### config.mk
export PLATFORM = sky130hd
export DESIGN_NAME = mem_arbiter
export DESIGN_NICKNAME = d
export VERILOG_FILES = /design/src/rtl/mem_arbiter_pkg.sv /design/src/rtl/mem_arb_ifbuf.sv /design/src/rtl/mem_arbiter.sv
export SDC_FILE = /design/constraint.sdc
export NUM_CORES = 1
export LEC_CHECK = 0
export CAP_MARGIN = 15
export CORE_MARGIN = 1.5
export CORE_UTILIZATION = 46
export DETAILED_ROUTE_END_ITERATION = 10
export PLACE_DENSITY_LB_ADDON = 0.3
export REMOVE_ABC_BUFFERS = 1
export SYNTH_ARGS = -nofsm -noshare
export SYNTH_HDL_FRONTEND = slang
export SYNTH_SLANG_ARGS = --single-unit
### constraint.sdc
create_clock -name clk -period 3.4 [get_ports clk]
set_input_delay 0.51 -clock clk [delete_from_list [all_inputs] [get_ports clk]]
set_output_delay 0.51 -clock clk [all_outputs]
set_load 0.005 [all_outputs]
### src/rtl/mem_arbiter_pkg.sv
// Shared encodings and defaults for the IF/MEM SRAM arbiter.
// FSM states, owner codes and the inactive strobe level live here so the top and bench agree.
package mem_arbiter_pkg;

    localparam logic [1:0] ArbIdle   = 2'd0;
    localparam logic [1:0] ArbAccess = 2'd1;
    localparam logic [1:0] ArbDone   = 2'd2;

    localparam logic ArbOwnIf  = 1'b0;
    localparam logic ArbOwnMem = 1'b1;

    localparam int   WaitCyclesDflt = 1;
    localparam logic StrobeOff      = 1'b1;

    // Terminal value of the 3-bit ACCESS counter for a given strobe width.
    function automatic logic [2:0] last_cnt(input int wait_cycles);
        return 3'(wait_cycles - 1);
    endfunction

endpackage

### src/rtl/mem_arb_ifbuf.sv
// mem_arb_ifbuf: one-entry {valid, addr, data} buffer of the last completed IF read.
// Latency: lookup is combinational; fill and invalidate take effect at the next edge.
// Backpressure: none; it only shadows traffic the arbiter has already completed.
module mem_arb_ifbuf #(
    parameter int ADDR_W = 16,
    parameter int DATA_W = 16
) (
    input  logic              clk,
    input  logic              rst,
    input  logic              fill_vld,
    input  logic [ADDR_W-1:0] fill_addr,
    input  logic [DATA_W-1:0] fill_dat,
    input  logic              inval,
    input  logic [ADDR_W-1:0] lookup_addr,
    output logic              hit,
    output logic [DATA_W-1:0] hit_dat
);

    logic              buf_vld;
    logic [ADDR_W-1:0] buf_addr;
    logic [DATA_W-1:0] buf_dat;

    // Fill happens on the last ACCESS cycle and invalidation in IDLE, so they never collide.
    always_ff @(posedge clk) begin
        if (rst) begin
            buf_vld  <= 1'b0;
            buf_addr <= '0;
            buf_dat  <= '0;
        end else if (inval) begin
            buf_vld <= 1'b0;
        end else if (fill_vld) begin
            buf_vld  <= 1'b1;
            buf_addr <= fill_addr;
            buf_dat  <= fill_dat;
        end
    end

    assign hit     = buf_vld && (buf_addr == lookup_addr);
    assign hit_dat = buf_dat;

endmodule

### src/rtl/mem_arbiter.sv
// mem_arbiter: fixed-priority (MEM over IF) owner of the shared SRAM; optional fetch buffer under MEM_ARB_IFBUF_EN.
// Latency: ready pulses WAIT_CYCLES+1 cycles after the request is sampled in IDLE (next cycle on a fetch-buffer hit).
// Backpressure: requesters hold req until their ready pulse; stall_req_o freezes the pipeline meanwhile.
module mem_arbiter
    import mem_arbiter_pkg::*;
#(
    parameter int WAIT_CYCLES = WaitCyclesDflt,
    parameter int ADDR_W      = 16,
    parameter int DATA_W      = 16
) (
    input  logic              clk,
    input  logic              rst,
    input  logic              if_req_i,
    input  logic [ADDR_W-1:0] if_addr_i,
    output logic [DATA_W-1:0] if_rdata_o,
    output logic              if_ready_o,
    input  logic              mem_req_i,
    input  logic              mem_we_i,
    input  logic [ADDR_W-1:0] mem_addr_i,
    input  logic [DATA_W-1:0] mem_wdata_i,
    output logic [DATA_W-1:0] mem_rdata_o,
    output logic              mem_ready_o,
    output logic [ADDR_W-1:0] ram_addr_o,
    output logic [DATA_W-1:0] ram_wdata_o,
    output logic              ram_wdata_oe_o,
    input  logic [DATA_W-1:0] ram_rdata_i,
    output logic              ram_ce_n_o,
    output logic              ram_oe_n_o,
    output logic              ram_we_n_o,
    output logic              stall_req_o
);

    localparam logic [2:0] CntLast = last_cnt(WAIT_CYCLES);

    logic [1:0]        state;
    logic              owner;
    logic              we_q;
    logic [2:0]        cnt;
    logic              access_last;
    logic              if_buf_hit;
    logic [DATA_W-1:0] if_buf_dat;

    assign access_last = (state == ArbAccess) && (cnt == CntLast);

`ifdef MEM_ARB_IFBUF_EN
    logic buf_hit;

    mem_arb_ifbuf #(
        .ADDR_W (ADDR_W),
        .DATA_W (DATA_W)
    ) u_ifbuf (
        .clk         (clk),
        .rst         (rst),
        .fill_vld    (access_last && (owner == ArbOwnIf)),
        .fill_addr   (ram_addr_o),
        .fill_dat    (ram_rdata_i),
        .inval       ((state == ArbIdle) && mem_req_i && mem_we_i),
        .lookup_addr (if_addr_i),
        .hit         (buf_hit),
        .hit_dat     (if_buf_dat)
    );

    assign if_buf_hit = if_req_i && buf_hit;
`else
    assign if_buf_hit = 1'b0;
    assign if_buf_dat = '0;
`endif

    always_ff @(posedge clk) begin
        if (rst) begin
            state          <= ArbIdle;
            owner          <= ArbOwnIf;
            we_q           <= 1'b0;
            cnt            <= '0;
            ram_addr_o     <= '0;
            ram_wdata_o    <= '0;
            ram_wdata_oe_o <= 1'b0;
            ram_ce_n_o     <= StrobeOff;
            ram_oe_n_o     <= StrobeOff;
            ram_we_n_o     <= StrobeOff;
            if_ready_o     <= 1'b0;
            mem_ready_o    <= 1'b0;
            if_rdata_o     <= '0;
            mem_rdata_o    <= '0;
        end else begin
            if_ready_o  <= 1'b0;
            mem_ready_o <= 1'b0;
            case (state)
                ArbIdle: begin
                    // MEM holds the older instruction, so it always wins a tie.
                    if (mem_req_i) begin
                        state          <= ArbAccess;
                        owner          <= ArbOwnMem;
                        we_q           <= mem_we_i;
                        cnt            <= '0;
                        ram_addr_o     <= mem_addr_i;
                        ram_wdata_o    <= mem_wdata_i;
                        ram_wdata_oe_o <= mem_we_i;
                        ram_ce_n_o     <= 1'b0;
                        ram_oe_n_o     <= mem_we_i;
                        ram_we_n_o     <= ~mem_we_i;
                    end else if (if_buf_hit) begin
                        // Strobes stay off; DONE only delivers the buffered word.
                        state      <= ArbDone;
                        owner      <= ArbOwnIf;
                        we_q       <= 1'b0;
                        if_ready_o <= 1'b1;
                        if_rdata_o <= if_buf_dat;
                    end else if (if_req_i) begin
                        state      <= ArbAccess;
                        owner      <= ArbOwnIf;
                        we_q       <= 1'b0;
                        cnt        <= '0;
                        ram_addr_o <= if_addr_i;
                        ram_ce_n_o <= 1'b0;
                        ram_oe_n_o <= 1'b0;
                    end
                end
                ArbAccess: begin
                    if (cnt == CntLast) begin
                        state      <= ArbDone;
                        ram_oe_n_o <= StrobeOff;
                        ram_we_n_o <= StrobeOff;
                        if (owner == ArbOwnMem) begin
                            mem_ready_o <= 1'b1;
                            if (!we_q) begin
                                mem_rdata_o <= ram_rdata_i;
                            end
                        end else begin
                            if_ready_o <= 1'b1;
                            if_rdata_o <= ram_rdata_i;
                        end
                    end else begin
                        cnt <= cnt + 3'd1;
                    end
                end
                ArbDone: begin
                    // ce_n, address and data drive were held through DONE for write hold time.
                    state          <= ArbIdle;
                    ram_ce_n_o     <= StrobeOff;
                    ram_wdata_oe_o <= 1'b0;
                end
                default: begin
                    state <= ArbIdle;
                end
            endcase
        end
    end

    assign stall_req_o = ~rst & ((if_req_i & ~if_ready_o) | (mem_req_i & ~mem_ready_o));

endmodule

# Word-level counts from Yosys, hierarchy flattened
# Cells that the tools add are included.
# Widths: inputs -> output; s select.
# op_classes
bitwise_logic,12
reduce_logical,16
n_addsub,1
n_mux,23
eq_ne,6
# op_table
op,n
$mux 16,2
$reduce_and 3->1,4
$reduce_and 2->1,5
$mux 1,9
$mux 3,3
$not 1->1,8
$pmux 1 s2,4
$mux 2,3
$pmux 3 s2,1
$reduce_bool 2->1,3
$ne 2x2->1 const B,2
$pmux 2 s2,1
$reduce_and 4->1,1
$add 3x1->3 const B,1
$and 1x1->1,3
$logic_not 3->1,1
$ne 3x3->1 const B,1
$reduce_or 3->1,1
$eq 2x1->1 const B,1
$eq 2x2->1 const B,1
$logic_not 2->1,1
$ne 2x1->1 const B,1
$or 1x1->1,1
# word_totals
ff_bits,77
output_inout_bits,71
in_bits,69
wordCells,72

# Logic depth before layout (Yosys ltp)
# Gate-level depths: netlist of the first run.
# logic_depth
depth_word,4
mapped_depth,6
depth_no_buf,5

# Worst setup path before layout of the first run
# OpenSTA, ideal clock, no wires.
# synth_timing
path_kind,input to output
from,input rst
to,output stall_req_o
path_slack_ns,1.623
cell_stages,4
n_path_buf,3
required_ns,2.890
t_arrival_ns,1.267
cell_sequence,buf_2 -> clkbuf_1 -> clkbuf_1 -> a21oi_1
# synth_between
elab_chain_len,2
# synth_rtl
element,line,text
start: declaration,mem_arbiter.sv:12,"input logic rst,"
$not 1->1,mem_arbiter.sv:150,assign stall_req_o = ~rst & ((if_req_i & ~if_ready_o) | (mem_req_i & ~mem_ready_o));
$and 1x1->1,mem_arbiter.sv:150,
end: declaration,mem_arbiter.sv:30,output logic stall_req_o
# Every way passes these cells.

# Final worst setup path of the first run
# layout_timing
from,input mem_req_i
to,output stall_req_o
# layout_between
elab_chain_len,3
# layout_rtl
element,line,text
start: declaration,mem_arbiter.sv:17,"input logic mem_req_i,"
$and 1x1->1,mem_arbiter.sv:150,
$or 1x1->1,mem_arbiter.sv:150,
$and 1x1->1,mem_arbiter.sv:150,
# Every way passes these cells.

==> results of run 1 <==
[metal layers]
| metal | track usage (%) | share of wire (%) |
|---|---|---|
| met1 | 23.5 | 42 |
| met2 | 36.9 | 51 |
| met3 | 4.52 | 4.8 |
| met4 | 10.2 | 2.1 |
| met5 | 0 | 0 |
[path summary, 6_finish.rpt]
| path | startpoint | end | depth (start not counted) |
|---|---|---|---|
| max | mem_req_i | stall_req_o | 4 |
| min | ram_ce_n_o | ram_ce_n_o | 2 |
| max reg2reg | state[0] | ram_addr_o[6] | 3 |
| min reg2reg | ram_ce_n_o | ram_ce_n_o | 2 |
[stage by stage]
stage	cells	setup slack (ps)
finish	550	1030
global route	550	927
CTS	550	1010
detailed placement	534	958
global placement	534	1020
floorplan	295	510
[power breakdown]
part | switching [mW] | internal (mW)
Combinational | 0.157 | 0.254
Sequential | 0.0384 | 0.964
Clock | 0.340 | 0.265
[logic make-up (layout without fill, tap and decap cells)]
kind of cell | after synthesis | after routing | synth area share (%)
fa+ha+maj | 2 | 2 | 0.758
compound gates | 50 | 50 | 9.52
mux | 65 | 65 | 19.7
buf+inv | 29 | 163 | 5.04
flops | 77 | 77 | 46.7
simple gates | 97 | 97 | 18.2
[cell type report]
class / count / share of cell area [%]
clock buffer: 9 / 2.55
clock inverter: 7 / 1.08
inverter: 4 / 0.309
multi-input combinational: 214 / 32.8
sequential: 77 / 31.7
tap: 96 / 2.47
timing repair buffer: 143 / 29.1
[worst min-delay path, cell delays in order, from the launching register on]
cell and delay, ps:
sky130_fd_sc_hd__dfxtp_1 320, sky130_fd_sc_hd__inv_1 50, sky130_fd_sc_hd__o21ai_1 60
[synth_stat cells, types with 2 or more instances]
| master | count | share of area (%) |
|---|---|---|
| sky130_fd_sc_hd__ha_1 | 2 | 0.76 |
| sky130_fd_sc_hd__buf_6 | 5 | 1.7 |
| sky130_fd_sc_hd__nand2_1 | 2 | 0.23 |
| sky130_fd_sc_hd__nor2_1 | 22 | 2.5 |
| sky130_fd_sc_hd__a211oi_1 | 17 | 3.9 |
| sky130_fd_sc_hd__clkbuf_1 | 9 | 1.0 |
| sky130_fd_sc_hd__nor2b_1 | 2 | 0.38 |
| sky130_fd_sc_hd__nand3b_1 | 2 | 0.45 |
| sky130_fd_sc_hd__dfxtp_1 | 77 | 47 |
| sky130_fd_sc_hd__inv_1 | 4 | 0.45 |
| sky130_fd_sc_hd__nand2b_1 | 54 | 10 |
| sky130_fd_sc_hd__o221ai_1 | 2 | 0.53 |
| sky130_fd_sc_hd__o21ai_0 | 2 | 0.30 |
| sky130_fd_sc_hd__a21o_1 | 2 | 0.45 |
| sky130_fd_sc_hd__a21oi_1 | 23 | 3.5 |
| sky130_fd_sc_hd__buf_4 | 3 | 0.68 |
| sky130_fd_sc_hd__mux2i_1 | 65 | 20 |
| sky130_fd_sc_hd__nand3_1 | 3 | 0.45 |
| sky130_fd_sc_hd__buf_2 | 7 | 1.1 |
[registers in the layout, summed over array words and instances (netlist names)]
| register | flops |
|---|---|
| mem_ready_o | 1 |
| ram_we_n_o | 1 |
| ram_addr_o | 16 |
| ram_wdata_o | 16 |
| ram_oe_n_o | 1 |
| mem_rdata_o | 16 |
| state | 2 |
| ram_ce_n_o | 1 |
| ram_wdata_oe_o | 1 |
| cnt | 3 |
| we_q | 1 |
| owner | 1 |
| if_rdata_o | 16 |
| if_ready_o | 1 |
==> results.txt, run 1 <==
----------------------------------------------------
[Status]
  Status ... finished clean

[Global routing]
  Initial antenna violation count ... 0
  First-pass GRT wire length ... 12,400 um
  Remaining global-route overflow ... 0
  Via count of the first global-routing pass ... 2,691
  Maximum number of pins on one net before global-route repair ... 93
  Global routing usage summed across all routing layers ... 20.8%

[Synth]
  Combined area of all synthesized cells ... 3300 sq um
  Flip-flop cell with the highest count after synthesis ... sky130_fd_sc_hd__dfxtp_1
  Average cell area after synthesis ... 10.3 sq um
  Yosys cell types ... 36
  Share of synthesized flip-flops with an asynchronous set or reset ... 0%
  Synthesized instance count ... 320
  Sequential cell area fraction in the yosys report ... 46.7%
  Count of flip-flops with a built-in enable after synthesis ... 0
  Number of synthesized register bits ... 77
  Yosys synthesis warning count ... 0

[STA]
  RSZ-0062 raised after global routing ... no
  WHS ... 472 ps
  Post-route fraction of the period consumed by the critical path ... 69.8%
  Max-slew violation count ... 0
  Remaining max-slew budget at the tightest pin ... 45.8%
  Tightest Pin Transition ... 812 ps
  Fin. Hold Viols ... 0
  Final worst clock skew ... 6.10 ps
  Setup violations, final ... 0
  Highest Clock Rate ... 421 MHz
  Post-Route Setup TNS ... 0 ps
  Shortest clock period the worst path allows after layout ... 2370 ps

[Detailed routing]
  Sum of routed wire length over all layers ... 7720 um
  Remaining antenna violation count after routing ... 0
  Average wire per standard cell ... 14.0 um
  Via total after detailed routing ... 2,698
  Count of routing violations after the opening detailed-route iteration ... 102
  Total iterations of the first detailed-routing run ... 4
  DRC violation count after routing ... 0
  Vias/cell ... 4.91

[Pwr]
  Highest ir drop seen on vdd ... 0.283 mV
  P_leak ... 1.93 nW
  Overall power ... 2.02 mW
  Power density over the cells ... 415 nW/um^2

[Cells and area]
  Relative area change from synthesis to final layout ... 47.5%
  Final standard cell utilization of the core ... 70.8%
  Layout fillers ... 557
  Total area of sequential cells ... 1540 sq um
  Number of inserted diodes ... 0
  Layout Cell Area excl Fill ... 4870 sq um
  Total number of nets in the final design ... 520
  Area of the multi-input gates ... 1600 sq um
  Commonest non-fill, non-tap cell in the layout ... sky130_fd_sc_hd__clkdlybuf4s50_1
  Share of cells above drive strength 1 ... 6.39%
  Commonest non-fill, non-tap cells in the layout ... sky130_fd_sc_hd__clkdlybuf4s50_1, sky130_fd_sc_hd__dfxtp_1, sky130_fd_sc_hd__mux2i_1, sky130_fd_sc_hd__nand2b_1, sky130_fd_sc_hd__a21oi_1

[Clocking]
  Clock transition at the register clock pins on the worst setup and hold paths after CTS ... 80 ps
  Root cell of the clock tree ... sky130_fd_sc_hd__clkbuf_8
  Total clock buffers created by CTS ... 9
  CTS HTree Levels ... 3
  Post-CTS Repair Setup Buffers ... 0
  Post-CTS sizing ... 0
  Total clock sinks ... 77
  Max Buffers Root-to-Sink ... 2
  # hold bufs at CTS ... 0
  Clock tree from TritonCTS ... yes
  Clock latency reported for the late side of the worst-skew pair ... 340 ps

[Floorplanning]
  Height of the die ... 87.7 um
  Die span in x ... 87.7 um
  Standard-cell row count ... 30
  Floorplan die area ... 7690 sq um
  Top-Level Pins ... 140
  Core area ... 6870 sq um
  Starting Density ... 48.0%

[Critical path]
  CP arrival ... 1860 ps
  FF-to-FF setup slack ... 1770 ps
  Startpoint Class ... input pin
  Maximum net fanout on the critical path ... 6
  Critical path's most frequent cell ... sky130_fd_sc_hd__clkdlybuf4s50_1
  Number of buffer and inverter stages on the critical path ... 2
  Critical path, cell by cell ... clkdlybuf4s50_1 -> nand2b_1 -> a21oi_1 -> clkdlybuf4s50_1
  Critical-path top delay cell ... sky130_fd_sc_hd__clkdlybuf4s50_1
  Required time worst endpoint ... 2890 ps
  Worst stage delay on the critical path ... 580 ps
  Class of the most critical setup path ... in2out
  Setup crit end kind ... output pin
  Family of cells with the greatest summed delay on the critical path ... buffers and inverters

[Placement]
  Number of port buffers ... 139
  Post-DP HPWL ... 5490 um
  Placer Congestion ... 0.741
  Cell area reported after detailed placement ... 4690 sq um

[Min path]
  Path category of the worst min-delay check ... reg2reg

[Flow run]
  Number of violations of the max-capacitance limit ... 0

----------------------------------------------------
Power figures use the tool's default switching activity.
==> inputs of run 2 (changes only) <==
--- a/config.mk
+++ b/config.mk
@@ -7,7 +7,7 @@
 export LEC_CHECK = 0
 export CAP_MARGIN = 15
 export CORE_MARGIN = 1.5
-export CORE_UTILIZATION = 46
+export CORE_UTILIZATION = 42
 export DETAILED_ROUTE_END_ITERATION = 10
 export PLACE_DENSITY_LB_ADDON = 0.3
 export REMOVE_ABC_BUFFERS = 1
==> constraint.sdc (replaced) <==
create_clock -name clk -period 2.3 [get_ports clk]
set_input_delay 0.345 -clock clk [delete_from_list [all_inputs] [get_ports clk]]
set_output_delay 0.345 -clock clk [all_outputs]
set_load 0.005 [all_outputs]
==> results.txt, run 2 (synthesis results as in run 1) <==
----------------------------------------------------
[Placement]
  Post-DP HPWL ... 5530 um (was 5490 um)
  Number of port buffers ... 139 (unchanged)
  Worst setup slack before clock tree synthesis ... 241 ps (was 958 ps)
  Cell area reported after detailed placement ... 4710 sq um (was 4690 sq um)
  Placer Congestion ... 0.702 (was 0.741)

[Critical path]
  Maximum net fanout on the critical path ... 4 (was 6)
  Worst setup startpoint ... mem_req_i (unchanged)
  CP arrival ... 1640 ps (was 1860 ps)
  Required time worst endpoint ... 1960 ps (was 2890 ps)
  Reg-to-reg startpoint ... state[0] (unchanged)
  FF-to-FF setup slack ... 660 ps (was 1770 ps)
  Number of cells on the worst reg-to-reg path ... 3 (unchanged)
  Crit path to ... stall_req_o (unchanged)
  RR Endpoint ... ram_addr_o[14] (was ram_addr_o[6])
  Startpoint Class ... input pin (unchanged)
  Setup crit end kind ... output pin (unchanged)
  Class of the most critical setup path ... in2out (unchanged)

[STA]
  Post-route fraction of the period consumed by the critical path ... 86.2%
  Shortest clock period the worst path allows after layout ... 1980 ps
  Final worst-path setup slack ... 318 ps (was 1030 ps)
  RSZ-0062 raised after global routing ... no (unchanged)
  Final worst clock skew ... 7.74 ps (was 6.10 ps)
  Remaining max-slew budget at the tightest pin ... 47.9% (was 45.8%)
  Max-slew violation count ... 0 (unchanged)
  Fin. Hold Viols ... 0 (unchanged)
  Tightest Pin Transition ... 781 ps (was 812 ps)
  WHS ... 474 ps (was 472 ps)
  Setup violations, final ... 0 (unchanged)
  Highest Clock Rate ... 505 MHz

[Global routing]
  Via count of the first global-routing pass ... 2,753 (was 2,691)
  Global-route met1 utilization ... 21.9% (was 23.5%)
  Maximum number of pins on one net before global-route repair ... 93 (unchanged)
  Met2 demand-to-capacity share in global routing ... 34.3% (was 36.9%)
  Global routing usage summed across all routing layers ... 19.3% (was 20.8%)
  Initial antenna violation count ... 0 (unchanged)
  Top Usage Layer GRT ... met2 (unchanged)
  Global-route met3 utilization ... 6.38% (was 4.52%)
  Remaining global-route overflow ... 0 (unchanged)
  First-pass GRT wire length ... 13,000 um (was 12,400 um)

[Detailed routing]
  Remaining antenna violation count after routing ... 0 (unchanged)
  Vias/cell ... 4.94 (was 4.91)
  DRC violation count after routing ... 0 (unchanged)
  Sum of routed wire length over all layers ... 7780 um (was 7720 um)
  Via total after detailed routing ... 2,757 (was 2,698)
  Count of routing violations after the opening detailed-route iteration ... 118 (was 102)
  Total iterations of the first detailed-routing run ... 4 (unchanged)
  Average wire per standard cell ... 13.9 um (was 14.0 um)

[Floorplanning]
  Starting Density ... 43.1% (was 48.0%)
  Floorplan die area ... 8400 sq um (was 7690 sq um)
  Standard-cell row count ... 32 (was 30)
  Top-Level Pins ... 140 (unchanged)
  Die span in x ... 91.6 um (was 87.7 um)
  Core area ... 7650 sq um (was 6870 sq um)
  Height of the die ... 91.6 um (was 87.7 um)

[Pwr]
  Power density over the cells ... 659 nW/um^2 (was 415 nW/um^2)
  Overall power ... 3.26 mW (was 2.02 mW)
  P_leak ... 1.98 nW (was 1.93 nW)
  Highest ir drop seen on vdd ... 0.441 mV (was 0.283 mV)

[Min path]
  Path category of the worst min-delay check ... reg2reg (unchanged)

[Clocking]
  Root cell of the clock tree ... sky130_fd_sc_hd__clkbuf_8 (unchanged)
  Clock latency reported for the late side of the worst-skew pair ... 340 ps (about the same)
  Post-CTS sizing ... 0 (unchanged)
  Max Buffers Root-to-Sink ... 2 (unchanged)
  Total clock buffers created by CTS ... 9 (unchanged)
  # hold bufs at CTS ... 0 (unchanged)
  Total clock sinks ... 77 (unchanged)
  Clock transition at the register clock pins on the worst setup and hold paths after CTS ... 80 ps (about the same)
  Clock tree from TritonCTS ... yes (unchanged)
  Post-CTS Repair Setup Buffers ... 0 (unchanged)
  CTS HTree Levels ... 3 (unchanged)

[Cells and area]
  Total number of nets in the final design ... 522 (was 520)
  Commonest non-fill, non-tap cells in the layout ... sky130_fd_sc_hd__clkdlybuf4s50_1, sky130_fd_sc_hd__dfxtp_1, sky130_fd_sc_hd__mux2i_1, sky130_fd_sc_hd__nand2b_1, sky130_fd_sc_hd__a21oi_1 (unchanged)
  Layout Cell Area excl Fill ... 4940 sq um (was 4870 sq um)
  Share of cells above drive strength 1 ... 6.80% (was 6.39%)
  Layout fillers ... 639 (was 557)
  Final standard cell utilization of the core ... 64.6% (was 70.8%)
  Relative area change from synthesis to final layout ... 49.8% (was 47.5%)
  Number of inserted diodes ... 0 (unchanged)
  Commonest non-fill, non-tap cell in the layout ... sky130_fd_sc_hd__clkdlybuf4s50_1 (unchanged)

[Flow run]
  Number of violations of the max-capacitance limit ... 0 (unchanged)

[Status]
  Status ... finished clean (unchanged)

----------------------------------------------------
==> run 2: cell count changes in the layout (fill, tap and decap cells not counted), sizes merged <==
| cell | before | now |
|---|---|---|
| buf | 5 | 7 |
| inv | 4 | 6 |
| bufinv | 0 | 2 |
| clkbuf | 9 | 10 |
| clkinv | 3 | 1 |
| clkinvlp | 4 | 1 |
==> run 2: cell type report <==
cell class | count | area, sq um | share of cell area (%)
clock buffer | 10 | 138 | 2.78
sequential | 77 | 1540 | 31.2
inverter | 4 | 15.0 | 0.304
timing repair buffer | 145 | 1430 | 29.0
clock inverter | 6 | 93.8 | 1.90
multi-input combinational | 214 | 1600 | 32.3
tap | 102 | 128 | 2.58
==> run 2: how the worst min path moves through the flow <==
stage | end | from | cells after the start
final | if_rdata_o[14] | if_rdata_o[14] | 2
after global routing | ram_ce_n_o | ram_ce_n_o | 2
after CTS | ram_ce_n_o | ram_ce_n_o | 2
after global placement | ram_ce_n_o | ram_ce_n_o | 2
after floorplan | cnt[0] | rst | 1
after detailed placement | ram_ce_n_o | ram_ce_n_o | 2
==> run 2: report_power, final <==
part	switching, mW	internal [mW]	total [mW]
Clock	0.511	0.650	1.16
Combinational	0.233	0.379	0.612
Sequential	0.0583	1.42	1.48
Total	0.802	2.45	3.26
==> run 2: through the flow <==
stage	TNS (ps)	cells
2_1_floorplan	-7590	295
3_3_place_gp	0	542
3_5_place_dp	0	542
4_1_cts	0	558
5_1_grt	0	558
6_report	0	558
==> run 2: per-layer routing <==
layer	vias up	part of all wire [%]
met3	6	6.0
li1	1368	-
met1	1309	42
met4	0	1.0
met2	74	51
met5	-	0
==> run 2: critical path, stage by stage <==
cell	delay, ps
sky130_fd_sc_hd__clkdlybuf4s50_1	540
sky130_fd_sc_hd__nand2b_1	80
sky130_fd_sc_hd__a21oi_1	140
sky130_fd_sc_hd__clkdlybuf4s50_1	530
